===== src/rtl/uart_pkg.sv =====
// ---------------------------------------------------------------------------
// uart_pkg
// Definitions shared by the UART receiver and transmitter: FSM state
// encoding, serial framing constants and the default bit period.
// No ports (package).
// ---------------------------------------------------------------------------
package uart_pkg;

  typedef enum logic [2:0] {
    ST_IDLE  = 3'd0,
    ST_START = 3'd1,
    ST_DATA  = 3'd2,
    ST_STOP  = 3'd3,
    ST_BREAK = 3'd4
  } uart_state_t;

  localparam logic START_BIT             = 1'b0;
  localparam logic STOP_BIT              = 1'b1;
  localparam int   FRAME_BITS            = 10;  // start + 8 data + stop
  localparam int   DEFAULT_CLKS_PER_BIT  = 8;

endpackage


===== src/rtl/uart_rx_sync.sv =====
// ---------------------------------------------------------------------------
// uart_rx_sync
// Two-flop synchronizer for the asynchronous serial line. Both flops reset
// to 1 so that a reset never looks like a start bit.
// Ports:
//   clk      system clock, rising edge
//   bReset   synchronous active-low reset
//   i_async  raw asynchronous serial input
//   o_sync   synchronized line (2 clk delay)
// ---------------------------------------------------------------------------
module uart_rx_sync (
  input  logic clk,
  input  logic bReset,
  input  logic i_async,
  output logic o_sync
);

  logic r_meta;
  logic r_sync;

  always_ff @(posedge clk) begin
    if (!bReset) begin
      r_meta <= 1'b1;
      r_sync <= 1'b1;
    end else begin
      r_meta <= i_async;
      r_sync <= r_meta;
    end
  end

  assign o_sync = r_sync;

endmodule


===== src/rtl/uart_rcvr.sv =====
// ---------------------------------------------------------------------------
// uart_rcvr
// 8N1 serial receiver. Bit timing comes from a divider on clk; each bit is
// sampled at its centre. The received byte is held in RCV_datareg under a
// valid/ack handshake; overrun and framing errors are sticky.
// Ports:
//   clk          system clock, rising edge
//   bReset       synchronous active-low reset
//   Serial_in    asynchronous serial line, idle high
//   RCV_datareg  last good received byte
//   Byte_valid   RCV_datareg holds an uncollected byte
//   Byte_ack     one-cycle pulse, host has taken RCV_datareg
//   Err_clr      one-cycle pulse, clears sticky error flags
//   Overrun_err  sticky, a byte was dropped because Byte_valid was set
//   Frame_err    sticky, stop bit sampled 0
//   Busy         FSM is not in IDLE
//   o_dbg_state  current FSM state, for observation only
// ---------------------------------------------------------------------------
module uart_rcvr
  import uart_pkg::*;
#(
  parameter int WordSize     = 8,
  parameter int CLKS_PER_BIT = DEFAULT_CLKS_PER_BIT
) (
  input  logic                clk,
  input  logic                bReset,
  input  logic                Serial_in,
  output logic [WordSize-1:0] RCV_datareg,
  output logic                Byte_valid,
  input  logic                Byte_ack,
  input  logic                Err_clr,
  output logic                Overrun_err,
  output logic                Frame_err,
  output logic                Busy,
  output uart_state_t         o_dbg_state
);

  localparam int CNT_W = (CLKS_PER_BIT > 1) ? $clog2(CLKS_PER_BIT) : 1;
  localparam int BIT_W = $clog2(WordSize + 1);

  localparam logic [CNT_W-1:0] HALF_LAST = CNT_W'(CLKS_PER_BIT / 2 - 1);
  localparam logic [CNT_W-1:0] BIT_LAST  = CNT_W'(CLKS_PER_BIT - 1);
  localparam logic [BIT_W-1:0] WORD_LAST = BIT_W'(WordSize - 1);

  logic                w_line;
  uart_state_t         r_state;
  logic [CNT_W-1:0]    r_clk_cnt;
  logic [BIT_W-1:0]    r_bit_cnt;
  logic [WordSize-1:0] r_shift;
  logic [WordSize-1:0] r_data;
  logic                r_valid;
  logic                r_ovr;
  logic                r_ferr;

  logic w_tick_full;
  logic w_stop_sample;
  logic w_deliver;
  logic w_bad_stop;

  uart_rx_sync u_sync (
    .clk     (clk),
    .bReset  (bReset),
    .i_async (Serial_in),
    .o_sync  (w_line)
  );

  always_comb begin
    w_tick_full   = (r_clk_cnt == BIT_LAST);
    w_stop_sample = (r_state == ST_STOP) && w_tick_full;
    w_deliver     = w_stop_sample && (w_line == STOP_BIT);
    w_bad_stop    = w_stop_sample && (w_line != STOP_BIT);
  end

  // Receive FSM. The clock counter measures half a bit in START (to land on
  // the start-bit centre) and whole bits afterwards (bit centres).
  always_ff @(posedge clk) begin
    if (!bReset) begin
      r_state   <= ST_IDLE;
      r_clk_cnt <= '0;
      r_bit_cnt <= '0;
      r_shift   <= '0;
    end else begin
      case (r_state)
        ST_IDLE: begin
          if (w_line == START_BIT) begin
            r_state   <= ST_START;
            r_clk_cnt <= '0;
          end
        end
        ST_START: begin
          if (r_clk_cnt == HALF_LAST) begin
            r_clk_cnt <= '0;
            r_bit_cnt <= '0;
            // A line already back high at mid start bit is a glitch.
            r_state   <= (w_line == START_BIT) ? ST_DATA : ST_IDLE;
          end else begin
            r_clk_cnt <= r_clk_cnt + 1'b1;
          end
        end
        ST_DATA: begin
          if (w_tick_full) begin
            r_clk_cnt <= '0;
            r_shift   <= {w_line, r_shift[WordSize-1:1]};  // LSB arrives first
            r_bit_cnt <= r_bit_cnt + 1'b1;
            if (r_bit_cnt == WORD_LAST) r_state <= ST_STOP;
          end else begin
            r_clk_cnt <= r_clk_cnt + 1'b1;
          end
        end
        ST_STOP: begin
          if (w_tick_full) begin
            r_clk_cnt <= '0;
            r_state   <= w_deliver ? ST_IDLE : ST_BREAK;
          end else begin
            r_clk_cnt <= r_clk_cnt + 1'b1;
          end
        end
        ST_BREAK: begin
          // Wait out a held-low line so it cannot re-trigger a start.
          if (w_line == STOP_BIT) r_state <= ST_IDLE;
        end
        default: r_state <= ST_IDLE;
      endcase
    end
  end

  // Handshake: Byte_valid rises when a byte is loaded and stays high until
  // the host pulses Byte_ack. A delivery in the ack cycle replaces the byte
  // and keeps Byte_valid high; a delivery while valid and not acked drops the
  // new byte and flags an overrun. Error set beats Err_clr in the same cycle.
  always_ff @(posedge clk) begin
    if (!bReset) begin
      r_data  <= '0;
      r_valid <= 1'b0;
      r_ovr   <= 1'b0;
      r_ferr  <= 1'b0;
    end else begin
      if (w_deliver && (!r_valid || Byte_ack)) begin
        r_data  <= r_shift;
        r_valid <= 1'b1;
      end else if (Byte_ack) begin
        r_valid <= 1'b0;
      end

      if (Err_clr) begin
        r_ovr  <= 1'b0;
        r_ferr <= 1'b0;
      end
      if (w_deliver && r_valid && !Byte_ack) r_ovr <= 1'b1;
      if (w_bad_stop) r_ferr <= 1'b1;
    end
  end

  assign RCV_datareg = r_data;
  assign Byte_valid  = r_valid;
  assign Overrun_err = r_ovr;
  assign Frame_err   = r_ferr;
  assign Busy        = (r_state != ST_IDLE);
  assign o_dbg_state = r_state;

endmodule


===== config.mk =====
export PLATFORM = sky130hd
export DESIGN_NAME = uart_rcvr
export DESIGN_NICKNAME = d
export VERILOG_FILES = /design/src/rtl/uart_pkg.sv /design/src/rtl/uart_rx_sync.sv /design/src/rtl/uart_rcvr.sv
export SDC_FILE = /design/constraint.sdc
export NUM_CORES = 1
export LEC_CHECK = 0
export CAP_MARGIN = 25
export CORE_MARGIN = 2
export CORE_UTILIZATION = 50
export DETAILED_ROUTE_END_ITERATION = 16
export PLACE_DENSITY = 0.76
export SYNTH_ARGS = -nofsm -noshare
export SYNTH_HDL_FRONTEND = slang
export SYNTH_HIERARCHICAL = 1
export SYNTH_SLANG_ARGS = --single-unit

===== constraint.sdc =====
create_clock -name clk -period 3.5 [get_ports clk]
set_clock_uncertainty 0.05 [all_clocks]
set_input_delay 0.7 -clock clk [delete_from_list [all_inputs] [get_ports clk]]
set_output_delay 0.7 -clock clk [all_outputs]
set_load 0.02 [all_outputs]

Word-level counts from Yosys, hierarchy flattened
Index checks and enable logic that the tools add are counted.
{"block": "totals", "latch_bits": 0, "mem_bits_ro": 0, "ramBits": 0, "mem_count": 0, "out_inout_bits": 15, "regBits": 31, "elab_cells": 68}
{"block": "op_classes", "n_bitwise": 1, "shift": 0, "mux": 21, "magnitude_cmp": 0, "n_reduce_logical": 21, "mul": 0, "addsub": 2, "n_eq_ne": 13, "div": 0}
{"operator": "$mux 3", "count": 10}
{"operator": "$pmux 3 s5", "count": 1}
{"operator": "$ne 2x2->1 const B", "count": 5}
{"operator": "$eq 3x2->1 const B", "count": 3}
{"operator": "$pmux 3 s3", "count": 1}
{"operator": "$mux 4", "count": 2}
{"operator": "$pmux 4 s2", "count": 1}
{"operator": "$reduce_bool 2->1", "count": 4}
{"operator": "$eq 3x3->1 const B", "count": 2}
{"operator": "$logic_and 1x1->1", "count": 6}
{"operator": "$reduce_and 6->1", "count": 1}
{"operator": "$reduce_bool 3->1", "count": 2}
{"operator": "$mux 1", "count": 5}
{"operator": "$add 4x1->4 const B", "count": 1}
{"operator": "$eq 4x3->1 const B", "count": 1}
{"operator": "$reduce_and 2->1", "count": 2}
{"operator": "$add 3x1->3 const B", "count": 1}
{"operator": "$eq 3x1->1 const B", "count": 1}
{"operator": "$logic_not 3->1", "count": 1}
{"operator": "$reduce_and 3->1", "count": 1}
{"operator": "$logic_not 1->1", "count": 2}
{"operator": "$mux 2", "count": 1}
{"operator": "$ne 2x1->1 const B", "count": 1}
{"operator": "$reduce_or 2->1", "count": 1}
{"operator": "2 further kinds", "count": 2}

Logic depth before layout (Yosys ltp)
Gate-level depths: netlist of run 1.
{"block": "depth", "word_depth": 6, "mapped_depth": 7, "ltp_nobuf": 7}

Modules after synthesis
The synthesis of run 1 kept the hierarchy.
{"mod": "uart_rcvr", "area_each_um2": 1367.6, "cells_each": 161, "instances": 1, "seq_area_each_um2": 580.6}
{"mod": "uart_rx_sync", "area_each_um2": 52.6, "cells_each": 4, "instances": 1, "seq_area_each_um2": 40.0}

Worst setup path before layout of run 1
Ideal clock, no wire load.
{"block": "synth_path", "path_kind": "reg2out", "from": "register r_state[2], in the netlist o_dbg_state[2]", "to": "output port Busy", "path_slack_ps": 1786, "path_stages_with_launch": 4, "arrival_time_ps": 964, "required_time_ps": 2750, "path_cell_list": "dfxtp_1 > buf_2 > inv_1 > nand2_1"}
{"block": "synth_via", "elab_chain_cells": 1}
{"element": "start, declared", "line_no": "uart_rcvr.sv:46", "rtl": "uart_state_t r_state;"}
{"element": "start signal, assigned", "line_no": "uart_rcvr.sv:95", "rtl": "r_state <= (w_line == START_BIT) ? ST_DATA : ST_IDLE;"}
{"element": "start signal, assigned", "line_no": "uart_rcvr.sv:113", "rtl": "r_state <= w_deliver ? ST_IDLE : ST_BREAK;"}
{"element": "$reduce_bool 3->1", "line_no": "uart_rcvr.sv:158", "rtl": "assign Busy = (r_state != ST_IDLE);"}
{"element": "end, declared", "line_no": "uart_rcvr.sv:34", "rtl": "output logic Busy,"}
Every way passes these cells.

Worst setup path in the final report of run 1
Same ends and word-level chain as after synthesis.

==> run_results.csv, run 1 <==
group,metric,value,unit
sta,period_share,73.1,%
synth,synthArstFlopShare,0,%
clocking,clock_sinks,31,
power_and_ir_drop,comb_power_share,4.4,%
die,row_count,19,
clocking,htreeDepth,2,
global_routing,grtUsageTotal,17.6,%
layout,nets,193,
setup_path,r2r_cells,6,
setup_path,required,2.75,ns
synth,synthDominantCellAreaShare,43.7,%
synth,synth_cells,165,
power_and_ir_drop,p_switching,0.137,mW
synth,ys.flop_type,"dfxtp_1",
sta,setup_viol_count_final,0,
global_routing,first_global_vias,1064,
clocking,cts.path.max_buffers,2,
die,core,0.00273,mm²
synth,yosysTopAreaCell,"dfxtp_1",
die,dieHeight,57.3,µm
sta,clock.fmax,391,MHz
die,die_w,57.3,µm
route,drtIter0Drc,28,
power_and_ir_drop,power_leakage,0.583,nW
sta,worst_slack,0.942,ns
setup_path,start_kind,"register",
layout,fillers,235,
placement,gp_congestion,0.779,
synth,synth_edf_count,0,
hold_path,whs_path_depth,1,
clocking,worstSkewPairLatency,0.32,ns
die,initial_core_util,51.9,%
synth,syn_nets,175,
route,vias,1165,
layout,antenna_cells,0,
clocking,root_buffer,"clkbuf_4",
global_routing,gr-total-overflow,0,
layout,syn2layout_area_growth,17.8,%
sta,tightestPinTransition,0.767,ns
route,drt-pass1-iter-count,4,
sta,finalHoldViolations,0,
global_routing,grt_first_pass_wirelength,4620,µm
setup_path,rrSetupSlack,1.41,ns
layout,finalCoreUtilization,61.2,%
layout,layout-drive-gt1-share,8.70,%
setup_path,path_class,"reg2out",
power_and_ir_drop,power_frac_seq,57.7,%
sta,final_max_slew_viol_count,0,
synth,synthesis.area,0.00142,mm²
sta,rsz0062_at_grt,"no",
route,routedWlPerCell,12.0,µm
synth,synth_area_per_cell,8.61,µm²
die,ios,20,
placement,pre_cts_slack,1.26,ns
power_and_ir_drop,p_per_area,373,mW/mm²
route,drc,0,
route,wl,2580,µm
synth,synthTopCellsByArea,"dfxtp_1 44%, nand2_1 8.5%, nand3_1 4.9%",
route,avgViaCountPerCell,5.42,
power_and_ir_drop,peakVddDrop,323,µV
clocking,path_clk_slew,0.09,ns
clocking,cts_buffers,5,
clocking,post-cts-setup-buffers,0,
sta,fin_crit,2.56,ns
clocking,cts_tree,"built",
power_and_ir_drop,switching_share,22.0,%
synth,ys_ff_latch,31,
global_routing,antenna_found_initial,0,
hold_path,hp-class,"reg2reg",
setup_path,critPathMaxFanout,15,
outcome,status,"complete, no violations",
sta,relSlewSlack,48.6,%
placement,port_buffers,19,
synth,ys_warn_count,6,
sta,tns,0,ns
placement,dp_hpwl,1730,µm
global_routing,grt_max_degree,42,
clocking,cts_resized,0,
sta,holdWs,0.365,ns
synth,yosys.cell_types.count,38,
job,maxCapViolCount,0,
clocking,postCtsHoldBufs,0,
setup_path,critPathArrivalTime,1.81,ns
route,ant_nets,0,
power_and_ir_drop,p_int,0.486,mW
power_and_ir_drop,power.share.clock,37.9,%
setup_path,critPathCaptureType,"output pin",
synth,ys_top_cells_by_count,"32 x nand2_1, 31 x dfxtp_1, 14 x nand3_1",
synth,synth_seq_area_share,43.7,%
die,die-area,0.00328,mm²
synth,yosysMostFrequentCell,"nand2_1",
final timing paths:
path	from	end
setup / recovery	o_dbg_state[2]$_SDFFE_PN0P_	Busy
hold reg to reg	u_sync/r_meta$_SDFF_PN1_	u_sync/o_sync$_SDFF_PN1_
hold / removal	u_sync/r_meta$_SDFF_PN1_	u_sync/o_sync$_SDFF_PN1_
setup reg to reg	r_clk_cnt[0]$_SDFFE_PN0P_	r_bit_cnt[2]$_SDFFE_PN0P_
per-stage QoR:
stage	area (µm²)	power, mW	cells
after floorplan	1420	0.385	165
after global placement	1600	0.395	206
after detailed placement	1600	0.395	206
after CTS	1670	0.632	214
after global routing	1670	0.649	215
final	1670	0.623	215
power groups by stage:
stage | logic (mW) | registers (mW) | clock network (mW)
global placement | 0.0270 | 0.368 | 0
detailed placement | 0.0276 | 0.368 | 0
CTS | 0.0277 | 0.360 | 0.245
finish | 0.0275 | 0.360 | 0.236
global route | 0.0305 | 0.361 | 0.258
floorplan | 0.0186 | 0.367 | 0
state kept, by name, indices dropped and copies added (netlist names), 3 cells and up:
| register | flops |
|---|---|
| RCV_datareg | 8 |
| r_shift | 8 |
| r_bit_cnt | 4 |
| o_dbg_state | 3 |
| r_clk_cnt | 3 |
layer usage:
metal  share of wire (%)  wire length (µm)  vias up  GRT usage (%)
li1                    -                 -      604              -
met1                  50              1300      537           24.8
met2                  44              1130       20           25.9
met3                 4.5               117        4           6.35
met4                 1.1                29        0           4.32
met5                   0                 0        -              0
critical path, stage by stage, from the launching register on:
cell and delay, ns:
dfxtp_1 0.63, inv_1 0.17, nand2_1 0.09, clkdlybuf4s50_1 0.59
cell usage in the layout (no fill, tap or decap), types with 3 or more instances in the layout:
| cell | count |
|---|---|
| nand3_1 | 14 |
| nand3b_1 | 6 |
| nand2_1 | 32 |
| clkbuf_4 | 5 |
| a21boi_1 | 7 |
| dfxtp_1 | 31 |
| nor2_1 | 5 |
| mux2i_1 | 3 |
| a21oi_1 | 5 |
| ha_1 | 5 |
| o21ai_0 | 13 |
| clkdlybuf4s50_1 | 19 |
| inv_1 | 5 |
| o21ai_1 | 3 |
| nor2b_1 | 3 |
cell type report:
class / count / area [µm²] / area share, %
clock buffer: 7 / 65.1 / 3.89
inverter: 6 / 25.0 / 1.50
multi-input combinational: 118 / 713 / 42.6
clock inverter: 1 / 7.51 / 0.449
tap: 31 / 38.8 / 2.32
timing repair buffer: 21 / 203 / 12.1
sequential: 31 / 621 / 37.1
logic make-up (layout without fill, tap and decap cells):
kind of cell / count (synthesis) / count (layout) / synth area share [%]
buf+inv: 16 / 35 / 6.08
fa+ha+maj: 5 / 5 / 4.41
simple gates: 72 / 72 / 26.6
compound gates: 38 / 38 / 17.1
mux: 3 / 3 / 2.11
flops: 31 / 31 / 43.7
No activity file was read; power rests on OpenSTA's default activity.
==> inputs of run 2 (changes only) <==
Clock period 3.5 ns to 2.5 ns, I/O delays scaled along.
==> run_results.csv, run 2 (synthesized netlist as in run 1, its figures left out) <==
group,metric,value,unit
route,wl,2730,µm
hold_path,hp-class,"reg2reg",
outcome,status,"complete, no violations",
die,dieHeight,57.3,µm
route,drtIter0Drc,22,
placement,port_buffers,19,
layout,finalInstanceArea,0.00170,mm²
sta,setup_viol_count_final,0,
global_routing,grt_max_degree,42,
placement,placed_cell_area,0.00161,mm²
placement,gp_congestion,0.787,
clocking,htreeDepth,2,
clocking,cts_buffers,5,
route,avgViaCountPerCell,5.41,
route,drt-pass1-iter-count,4,
layout,fillers,249,
sta,finalHoldViolations,0,
global_routing,gr-total-overflow,0,
route,routedWlPerCell,12.6,µm
layout,antenna_cells,0,
job,maxCapViolCount,0,
sta,tightestPinTransition,0.801,ns
clocking,root_buffer,"clkbuf_4",
global_routing,first_global_vias,1077,
power_and_ir_drop,finalPower,0.950,mW
clocking,cts_resized,0,
layout,syn2layout_area_growth,19.5,%
route,drc,0,
setup_path,critPathMaxFanout,13,
clocking,path_clk_slew,0.09,ns
sta,holdWs,0.368,ns
die,initial_core_util,51.9,%
power_and_ir_drop,p_per_area,560,mW/mm²
setup_path,start_kind,"register",
sta,period_share,92.5,%
sta,relSlewSlack,46.3,%
setup_path,critPathArrivalTime,1.76,ns
global_routing,antenna_found_initial,0,
layout,final_cell_mix,"32 x nand2_1, 31 x dfxtp_1, 19 x clkdlybuf4s50_1",
clocking,cts.path.max_buffers,2,
sta,clock.fmax,432,MHz
die,die-area,0.00328,mm²
route,ant_nets,0,
clocking,post-cts-setup-buffers,0,
setup_path,path_class,"reg2out",
sta,rsz0062_at_grt,"no",
sta,final_max_slew_viol_count,0,
die,die_w,57.3,µm
setup_path,required,1.95,ns
layout,layout-drive-gt1-share,9.19,%
power_and_ir_drop,peakVddDrop,658,µV
die,ios,20,
clocking,cts_tree,"built",
sta,fin_crit,2.31,ns
clocking,clock_sinks,31,
route,vias,1169,
setup_path,critPathCaptureType,"output pin",
placement,dp_hpwl,1810,µm
die,core,0.00273,mm²
clocking,postCtsHoldBufs,0,
layout,layout_commonest_cell,"nand2_1",
power_and_ir_drop,power_leakage,0.600,nW
global_routing,grtUsageTotal,17.8,%
global_routing,grt_first_pass_wirelength,4500,µm
sta,tns,0,ns
clocking,worstSkewPairLatency,0.33,ns
die,row_count,19,
layout,nets,194,
-- run 2: changes by cell type in the layout (fill, tap and decap cells not counted), sizes merged --
cell / change
buf: +2
clkbuf: -2
bufinv: +1
clkinv: +1
clkinvlp: -1
-- run 2: area by class of cell --
type,count,area [µm²],area share (%)
well taps,31,38.8,2.29
inverters,6,25.0,1.47
repair buffers,22,213,12.5
multi-input cells,118,713,42.0
clock buffers,6,51.3,3.02
clock inverters,2,35.0,2.06
flip-flops and latches,31,621,36.6
-- run 2: stage by stage --
step                      setup WS (ns)  std cells  utilization, %
after floorplan                   0.855        165               -
after global placement            0.491        208            58.9
after detailed placement          0.410        208            58.9
after CTS                         0.172        216            62.1
after global routing              0.105        216            62.1
final                             0.186        216            62.1
-- run 2: per-layer routing --
layer / track usage, % / wire, µm
met5: 0 / 0
met4: 9.30 / 59
met3: 4.99 / 113
met2: 27.8 / 1240
met1: 22.4 / 1320
-- run 2: where the power goes --
group          internal, mW  switching (mW)  leakage [nW]
Clock                 0.236           0.172        0.0482
Combinational        0.0193          0.0193         0.301
Sequential            0.497         0.00634         0.250
-- run 2: worst max-delay path: stages (launching register included) --
cell and delay, ns:
dfxtp_1 0.63, nor2_1 0.12, nand2_1 0.08, clkdlybuf4s50_1 0.61
-- run 2: final timing paths --
| check | slack [ns] | to | cells past startpoint | startpoint |
|---|---|---|---|---|
| setup / recovery | 0.19 | Busy | 3 | o_dbg_state[1]$_SDFFE_PN0P_ |
| hold / removal | 0.37 | u_sync/o_sync$_SDFF_PN1_ | 1 | u_sync/r_meta$_SDFF_PN1_ |
| setup reg to reg | 0.38 | RCV_datareg[4]$_SDFFE_PN0P_ | 5 | r_clk_cnt[0]$_SDFFE_PN0P_ |
| hold reg to reg | 0.37 | u_sync/o_sync$_SDFF_PN1_ | 1 | u_sync/r_meta$_SDFF_PN1_ |
==> edit: new RTL, flow settings as in run 1 <==
`WordSize`: 8 -> 4.
--- a/src/rtl/uart_rcvr.sv
+++ b/src/rtl/uart_rcvr.sv
@@ -19,7 +19,7 @@
 module uart_rcvr
   import uart_pkg::*;
 #(
-  parameter int WordSize     = 8,
+  parameter int WordSize     = 4,
   parameter int CLKS_PER_BIT = DEFAULT_CLKS_PER_BIT
 ) (
   input  logic                clk,
Ports: changed (resized RCV_datareg); port bits go from 20 to 16. No check against the original RTL was run, so the function may have changed too.
==> edit against run 1 <==
Worst setup slack gained 0.063 ns. Sequential cell count down 9. Power is 38% lower. Wire length fell by 30%. Synthesized cell count shrank 33%. Fmax increased by 2.5%. Area after synthesis decreased by 27%. Design area is 27% lower. Critical path type unchanged. Highest routed layer unchanged.
==> edit: results (changes against run 1) <==
----------------------------------------------------
[Run status]
  Status ... finished clean

[GRT]
  Maximum number of pins on one net before global-route repair ... 30 (-29%)
  Overall routing resource usage ... 16.47% (-1.2 points)
  Vias in the first global route ... 761 (-28%)
  First-pass GRT wire length ... 3222 um (-30%)

[Logic synthesis]
  Most common library cells after synthesis ... sky130_fd_sc_hd__dfxtp_1 (22), sky130_fd_sc_hd__nand2_1 (9), sky130_fd_sc_hd__nor2b_1 (7)
  Top cells by area, synth ... sky130_fd_sc_hd__dfxtp_1 (42%), sky130_fd_sc_hd__ha_1 (7.2%), sky130_fd_sc_hd__mux2i_1 (4.8%)
  Mapped Nets ... 122 (-30%)
  Synth cell types ... 34 (-11%)
  Sequential fraction of the synthesis area ... 42.31% (-1.4 points)
  Cell count after synthesis ... 111 (-33%)

[Clocking]
  Post-cts gate resize count ... 0 (unchanged)
  Number of CTS-inserted buffers ... 3 (-2)
  CTS H-tree depth ... 1 (-1)
  Clock input transition at the sequential cells of the worst setup and hold paths ... 0.11 ns (+0.02 ns)
  Latest clock arrival within the worst-skew pair ... 0.29 ns (-0.03 ns)

[Routing]
  Via-per-instance ratio ... 5.307 (-2.1%)
  DRC violations left ... 0 (unchanged)
  Iteration-0 DRC count of the detailed router ... 14 (-50%)
  Average detailed-routed wire length per instance ... 11.97 um (-0.20%)

[Setup path]
  Capture point of the worst reg-to-reg path ... r_shift[1]
  CP Data Arrival Time ... 1.75 ns (-0.06 ns)
  Worst reg2reg path depth ... 5 (-1)
  Max incr delay on CP ... 0.55 ns (-0.08 ns)
  Setup slack on the worst flop-to-flop path ... 1.73 ns (+0.32 ns)
  Largest fanout on the critical path ... 14 (-1)
  Crit-path slowest cell ... sky130_fd_sc_hd__clkdlybuf4s50_1

[Place]
  DP HPWL ... 1270 um (-27%)
  Final GP Congestion ... 0.7783 (about the same)
  Post-place setup slack ... 1.232 ns (-0.03008 ns)
  Count of buffers from port buffering ... 15 (-4)

[Timing]
  Setup slack of the critical path after layout ... 1.005 ns (+0.06309 ns)
  Slew at the pin with the worst max-slew slack ... 0.8459 ns (+0.07840 ns)

[Final layout]
  Antenna Cells ... 0 (unchanged)
  Layout cells sized above 1 ... 7.317% (-1.4 points)
  Finished Layout Cells ... 150 (-30%)
  Filler cell count in the final layout ... 197 (-16%)
  Number of nets in the layout ... 136 (-30%)

[Pwr]
  Switching part of the total ... 21.34% (-0.64 points)
  Cell leakage power ... 0.4116 nW (-29%)
  Reg power frac ... 66.2% (+8.5 points)
  Comb power frac ... 6.5% (+2.1 points)
  Total internal power ... 306.1 uW (-37%)
  Maximum vdd drop ... 248.3 uV (-23%)

----------------------------------------------------
## edit: changes by cell type after synthesis, sizes merged, moves of 3 or more
cell and change:
a21boi -7, dfxtp -9, nand2 -24, nand3 -7
nand3b -3, nor2b +4, o21ai -10, o22ai +3
## edit: layer usage
layer | vias up | GRT usage (%) | part of all wire [%]
met5 | - | 0 | 0
met4 | 0 | 5.093 | 1.6
met3 | 4 | 3.333 | 4.7
met2 | 17 | 28.00 | 48
met1 | 367 | 20.88 | 46
li1 | 408 | - | -
## edit: area by class of cell
class / count / share of cell area [%]
sequential: 22 / 36.25
tap: 27 / 2.781
clock buffer: 3 / 1.854
timing repair buffer: 15 / 12.36
inverter: 8 / 2.472
multi-input combinational: 75 / 44.28
## edit: worst register-to-register path: stages (launching register included)
cell and delay (ns):
sky130_fd_sc_hd__dfxtp_1 0.37, sky130_fd_sc_hd__ha_1 0.21, sky130_fd_sc_hd__ha_1 0.27, sky130_fd_sc_hd__nor4b_4 0.45, sky130_fd_sc_hd__mux2i_1 0.25, sky130_fd_sc_hd__nor2b_1 0.07
## edit: through the flow
stage / utilization [%] / area, um^2 / hold slack [ns]
6_report: 61.93 / 1215 / 0.3715
5_1_grt: 61.93 / 1215 / 0.4131
4_1_cts: 61.93 / 1215 / 0.3792
3_5_place_dp: 60.78 / 1192 / 0.3520
3_3_place_gp: 60.78 / 1192 / 0.3434
2_1_floorplan: - / 1041 / 0.3363
## edit: logic make-up (layout without fill, tap and decap cells)
family / after synthesis / count (layout) / synth area share, %
flip-flops: 22 / 22 / 42.31
buffers and inverters: 14 / 26 / 6.010
multiplexers: 6 / 6 / 5.890
AO/OA/AOI/OAI: 22 / 22 / 14.42
adder cells (fa/ha/maj): 6 / 6 / 7.211
AND/OR/NAND/NOR: 41 / 41 / 24.16
